===== src/rtl/demux_pkg.sv =====
// Shared constants and types for the registered 1-to-4 stream demultiplexer.
package demux_pkg;

  localparam int unsigned CH_NUM         = 4;
  localparam int unsigned DEFAULT_WIDTH  = 4;
  localparam int unsigned DEFAULT_SWIDTH = 2;

  localparam logic [1:0] SEL_CH0 = 2'b00;
  localparam logic [1:0] SEL_CH1 = 2'b01;
  localparam logic [1:0] SEL_CH2 = 2'b10;
  localparam logic [1:0] SEL_CH3 = 2'b11;

  typedef enum logic {
    SLOT_EMPTY = 1'b0,
    SLOT_FULL  = 1'b1
  } slot_state_e;

  function automatic logic [CH_NUM-1:0] sel_decode(input logic [1:0] s);
    logic [CH_NUM-1:0] onehot;
    onehot = '0;
    case (s)
      SEL_CH0: onehot[0] = 1'b1;
      SEL_CH1: onehot[1] = 1'b1;
      SEL_CH2: onehot[2] = 1'b1;
      SEL_CH3: onehot[3] = 1'b1;
    endcase
    return onehot;
  endfunction

endpackage


===== src/rtl/demux_slot.sv =====
// One-entry register slice: holds a word until the consumer takes it,
// and can be drained and refilled in the same cycle.
module demux_slot
  import demux_pkg::*;
#(
  parameter int unsigned width = DEFAULT_WIDTH
) (
  input  logic             clk,
  input  logic             rst_n,
  input  logic             wr_en,
  input  logic [width-1:0] wr_data,
  input  logic             rd_ready,
  output logic             valid,
  output logic [width-1:0] data,
  output logic             wr_ok
);

  slot_state_e state, state_nxt;
  logic        fill;

  always_ff @(posedge clk or negedge rst_n) begin
    if (!rst_n) state <= SLOT_EMPTY;
    else        state <= state_nxt;
  end

  always_comb begin
    state_nxt = state;
    case (state)
      SLOT_EMPTY: if (fill) state_nxt = SLOT_FULL;
      SLOT_FULL:  if (rd_ready && !fill) state_nxt = SLOT_EMPTY;
      default:    state_nxt = SLOT_EMPTY;
    endcase
  end

  // A full slot is writable only when it drains on the same edge.
  always_comb begin
    valid = (state == SLOT_FULL);
    wr_ok = (state == SLOT_EMPTY) || rd_ready;
    fill  = wr_en && wr_ok;
  end

  always_ff @(posedge clk or negedge rst_n) begin
    if (!rst_n)    data <= '0;
    else if (fill) data <= wr_data;
  end

endmodule


===== src/rtl/demux_1to4_reg.sv =====
// Registered 1-to-4 stream demultiplexer: one valid/ready input routed by
// sel into four independently drained one-entry output slots.
module demux_1to4_reg
  import demux_pkg::*;
#(
  parameter int unsigned width  = DEFAULT_WIDTH,
  parameter int unsigned swidth = DEFAULT_SWIDTH
) (
  input  logic              clk,
  input  logic              rst_n,
  input  logic              in_valid,
  output logic              in_ready,
  input  logic [width-1:0]  in_data,
  input  logic [swidth-1:0] sel,
  output logic [width-1:0]  o0,
  output logic [width-1:0]  o1,
  output logic [width-1:0]  o2,
  output logic [width-1:0]  o3,
  output logic [3:0]        o_valid,
  input  logic [3:0]        o_ready
);

  logic [CH_NUM-1:0] wr_en;
  logic [CH_NUM-1:0] wr_ok;
  logic [width-1:0]  slot_data [CH_NUM];

  always_comb begin
    wr_en = in_valid ? sel_decode(sel) : '0;
  end

  for (genvar k = 0; k < CH_NUM; k++) begin : g_slot
    demux_slot #(
      .width(width)
    ) u_slot (
      .clk     (clk),
      .rst_n   (rst_n),
      .wr_en   (wr_en[k]),
      .wr_data (in_data),
      .rd_ready(o_ready[k]),
      .valid   (o_valid[k]),
      .data    (slot_data[k]),
      .wr_ok   (wr_ok[k])
    );
  end

  always_comb begin
    in_ready = wr_ok[sel];
    o0       = slot_data[0];
    o1       = slot_data[1];
    o2       = slot_data[2];
    o3       = slot_data[3];
  end

endmodule


===== config.mk =====
export PLATFORM = sky130hd
export DESIGN_NAME = demux_1to4_reg
export DESIGN_NICKNAME = d
export VERILOG_FILES = /design/src/rtl/demux_pkg.sv /design/src/rtl/demux_slot.sv /design/src/rtl/demux_1to4_reg.sv
export SDC_FILE = /design/constraint.sdc
export NUM_CORES = 1
export LEC_CHECK = 0
export CORE_ASPECT_RATIO = 1.1
export CORE_MARGIN = 2
export CORE_UTILIZATION = 39
export DETAILED_ROUTE_END_ITERATION = 7
export PLACE_DENSITY = 0.83
export SLEW_MARGIN = 25
export SYNTH_ARGS = -nofsm -noshare
export SYNTH_HDL_FRONTEND = slang
export SYNTH_HIERARCHICAL = 1
export SYNTH_SLANG_ARGS = --single-unit

===== constraint.sdc =====
create_clock -name clk -period 1.02 [get_ports clk]
set_clock_uncertainty 0.1 [all_clocks]
set_input_delay 0.102 -clock clk [delete_from_list [all_inputs] [get_ports clk]]
set_output_delay 0.102 -clock clk [all_outputs]
set_load 0.01 [all_outputs]

==> impl_metrics.ini <==
[grt]
grt_max_degree = 21
grt_pass1_wl_mm = 3.68
antenna_found_initial = 0
grt_use_total_pct = 18.9
grt-ovfl-total = 0
grt_pass1_vias = 716

[setup_path]
slowest_stage = mux4_2
worst_ep_arrival_time_ns = 1.37
crit_family = multiplexers
path_depth = 3
required_ns = 0.82
slowest_delay_ns = 0.45
startpoint_type = flip-flop
timing_worst_setup_path_type = flip-flop to primary output
path_buf_inv = 1
worst-r2r-cell-count = 5
reg2reg_slack_ns = -0.29
end_kind = primary output
path_cells = nand2b_4, mux4_2, buf_2
crit_fanout = 2
r2r_end = g_slot[3].u_slot/data[0]
timing.rr.start = g_slot[3].u_slot/valid

[power_and_ir_drop]
clkPwrFrac_pct = 19.3
switchingPower_mw = 0.651
seq_power_share_pct = 42.4
swShare_pct = 27.1
ir_drop_mv = 0.907
leakage_nw = 0.825
p_per_area_nw_per_um2 = 1550
p_int_mw = 1.75
combPwrFrac_pct = 38.2

[floorplanning]
start_util_pct = 41.2
row_count = 18
ios = 34
die_h_um = 55.2
die_w_um = 50.5
fp.dieArea_um2 = 2790
core_area_um2 = 2250

[synth]
yosysWarnings = 6
synth_top_area_cell = dfrtp_1
synth-xor-area-share_pct = 0
synth_most_common_cell = dfrtp_1
synth-compound-area-share_pct = 0
synth_edf_count = 0
syn_inst = 53
ys_ff_latch = 20
async_reset_ff_share_pct = 100
synthDistinctLibCells = 9
avgSynthCellArea_um2 = 17.5
synth.area.mux_share_pct = 28.3
synthTopCellsByArea = dfrtp_1, mux2_4, nand2b_4
yosys.area_share.simple_pct = 17.8
synth_fa_ha_area_share_pct = 0
synth_top_cell_area_share_pct = 53.9
synth_top_family_by_area = multiplexers
seq_area_frac_synth_pct = 53.9
synth_common_cells = dfrtp_1, mux2_4, nand2_4, nand2b_4, or2b_1
synthFlopType = dfrtp_1
synth_area_um2 = 928
syn-num-nets = 66

[placement]
post-dp-hpwl_mm = 1.60
placement.io_buffers = 33
dp_slack_ns = -0.788
routabilityCongestion = 0.746
dp.cells = 135

[clock_network]
root_buffer = clkbuf_4
htreeDepth = 1
tritoncts = done
cts_buffers = 3
insertion_delay_ns = 0.29
path_clk_slew_ns = 0.12
clockBufferDepth = 2
holdBufCountCts = 0
cts_sinks = 20

[sta]
fin_hold_ws_ns = 0.0354
hold_viol = 0
drv_slew = 0
rsz0062_at_grt = true
fin_ws_ns = -0.552
tns_ns = -4.50
worstMarginPinSlew_ns = 0.219
period_share_pct = 154
layout_min_cycle_time_ns = 1.57
max_freq_mhz = 636
setup_viol = 41
slew-limit-headroom_pct = 85.3

[cells_and_area]
num_antenna_cells = 0
area_growth_pct = 67.3
finalNonFillerCells = 153
fin_nets = 137
drive_gt1_share_pct = 71.5
fill_cells = 165
post-route-util_pct = 68.9

[drt]
dr.pass1.iters = 4
antenna_left = 0
wl_per_cell_um = 15.7
wl_mm = 2.41
drcViolationCount = 0
drt_iter0_markers = 2
vias = 712
vias_per_cell = 4.65

[hold_path]
worst_hold_path_type = input pin to asynchronous set/reset pin

[outcome]
status = complete, but fails checks
violations = negative setup slack

[job]
maxCapViolCount = 0
==> cell families (layout without fill, tap and decap cells) <==
family	after synthesis	count (layout)
buffers and inverters	0	70
DFF	20	20
muxes	17	17
and+or+nand+nor	16	16
==> stage by stage <==
step	area, um2	power, mW
3_5_place_dp	1450	1.93
2_1_floorplan	928	1.36
5_1_grt	1550	2.51
6_report	1550	2.40
4_1_cts	1510	2.37
3_3_place_gp	1450	1.91
==> worst max-delay path by stage <==
stage,startpoint,end,slack [ns]
after global routing,g_slot[3].u_slot/valid,in_ready,-0.60
after floorplan,g_slot[3].u_slot/valid,in_ready,-0.17
after global placement,sel[0],in_ready,-0.76
after detailed placement,sel[0],in_ready,-0.79
final,g_slot[3].u_slot/valid,in_ready,-0.55
after CTS,g_slot[3].u_slot/valid,in_ready,-0.56
==> power groups by stage <==
stage | Sequential, mW | Combinational, mW | Clock (mW)
6_report | 1.02 | 0.917 | 0.464
5_1_grt | 1.04 | 0.975 | 0.501
4_1_cts | 1.01 | 0.890 | 0.473
3_5_place_dp | 1.04 | 0.893 | 0
3_3_place_gp | 1.04 | 0.870 | 0
2_1_floorplan | 1.10 | 0.259 | 0
==> cells in the final DEF, fill, tap and decap left out, drive strengths merged, types with 2 or more instances in the layout <==
| cell | Yosys | layout |
|---|---|---|
| clkdlybuf4s50 | 0 | 9 |
| mux2 | 16 | 16 |
| nand2b | 4 | 4 |
| clkbuf | 0 | 5 |
| or2b | 4 | 4 |
| nand2 | 4 | 4 |
| and3b | 2 | 2 |
| dfrtp | 20 | 20 |
| buf | 0 | 54 |
==> final cells by class <==
class,count,area [um2],share of cell area [%]
multi-input combinational,33,468,30.1
tap,30,37.5,2.42
clock buffer,4,36.3,2.34
sequential,20,500,32.2
timing repair buffer,66,510,32.9
==> timing repair <==
item	in CTS	in global routing
setup buffers	12	5
setup endpoints to repair	41	41
hold endpoints to repair	0	0
gates resized for setup	95	9
pin swaps	3	2
==> layer usage <==
metal / routed length, um / GRT usage (%)
met3: 74 / 1.61
met2: 1340 / 34.9
met5: 0 / 0
met4: 53 / 12.2
met1: 942 / 21.5
==> sequential cells by signal, summed over array words and instances, names as in the netlist <==
name / flops
g_slot.u_slot/valid: 4
g_slot.u_slot/data: 16
Note: power is estimated with default switching activity, not from simulation.
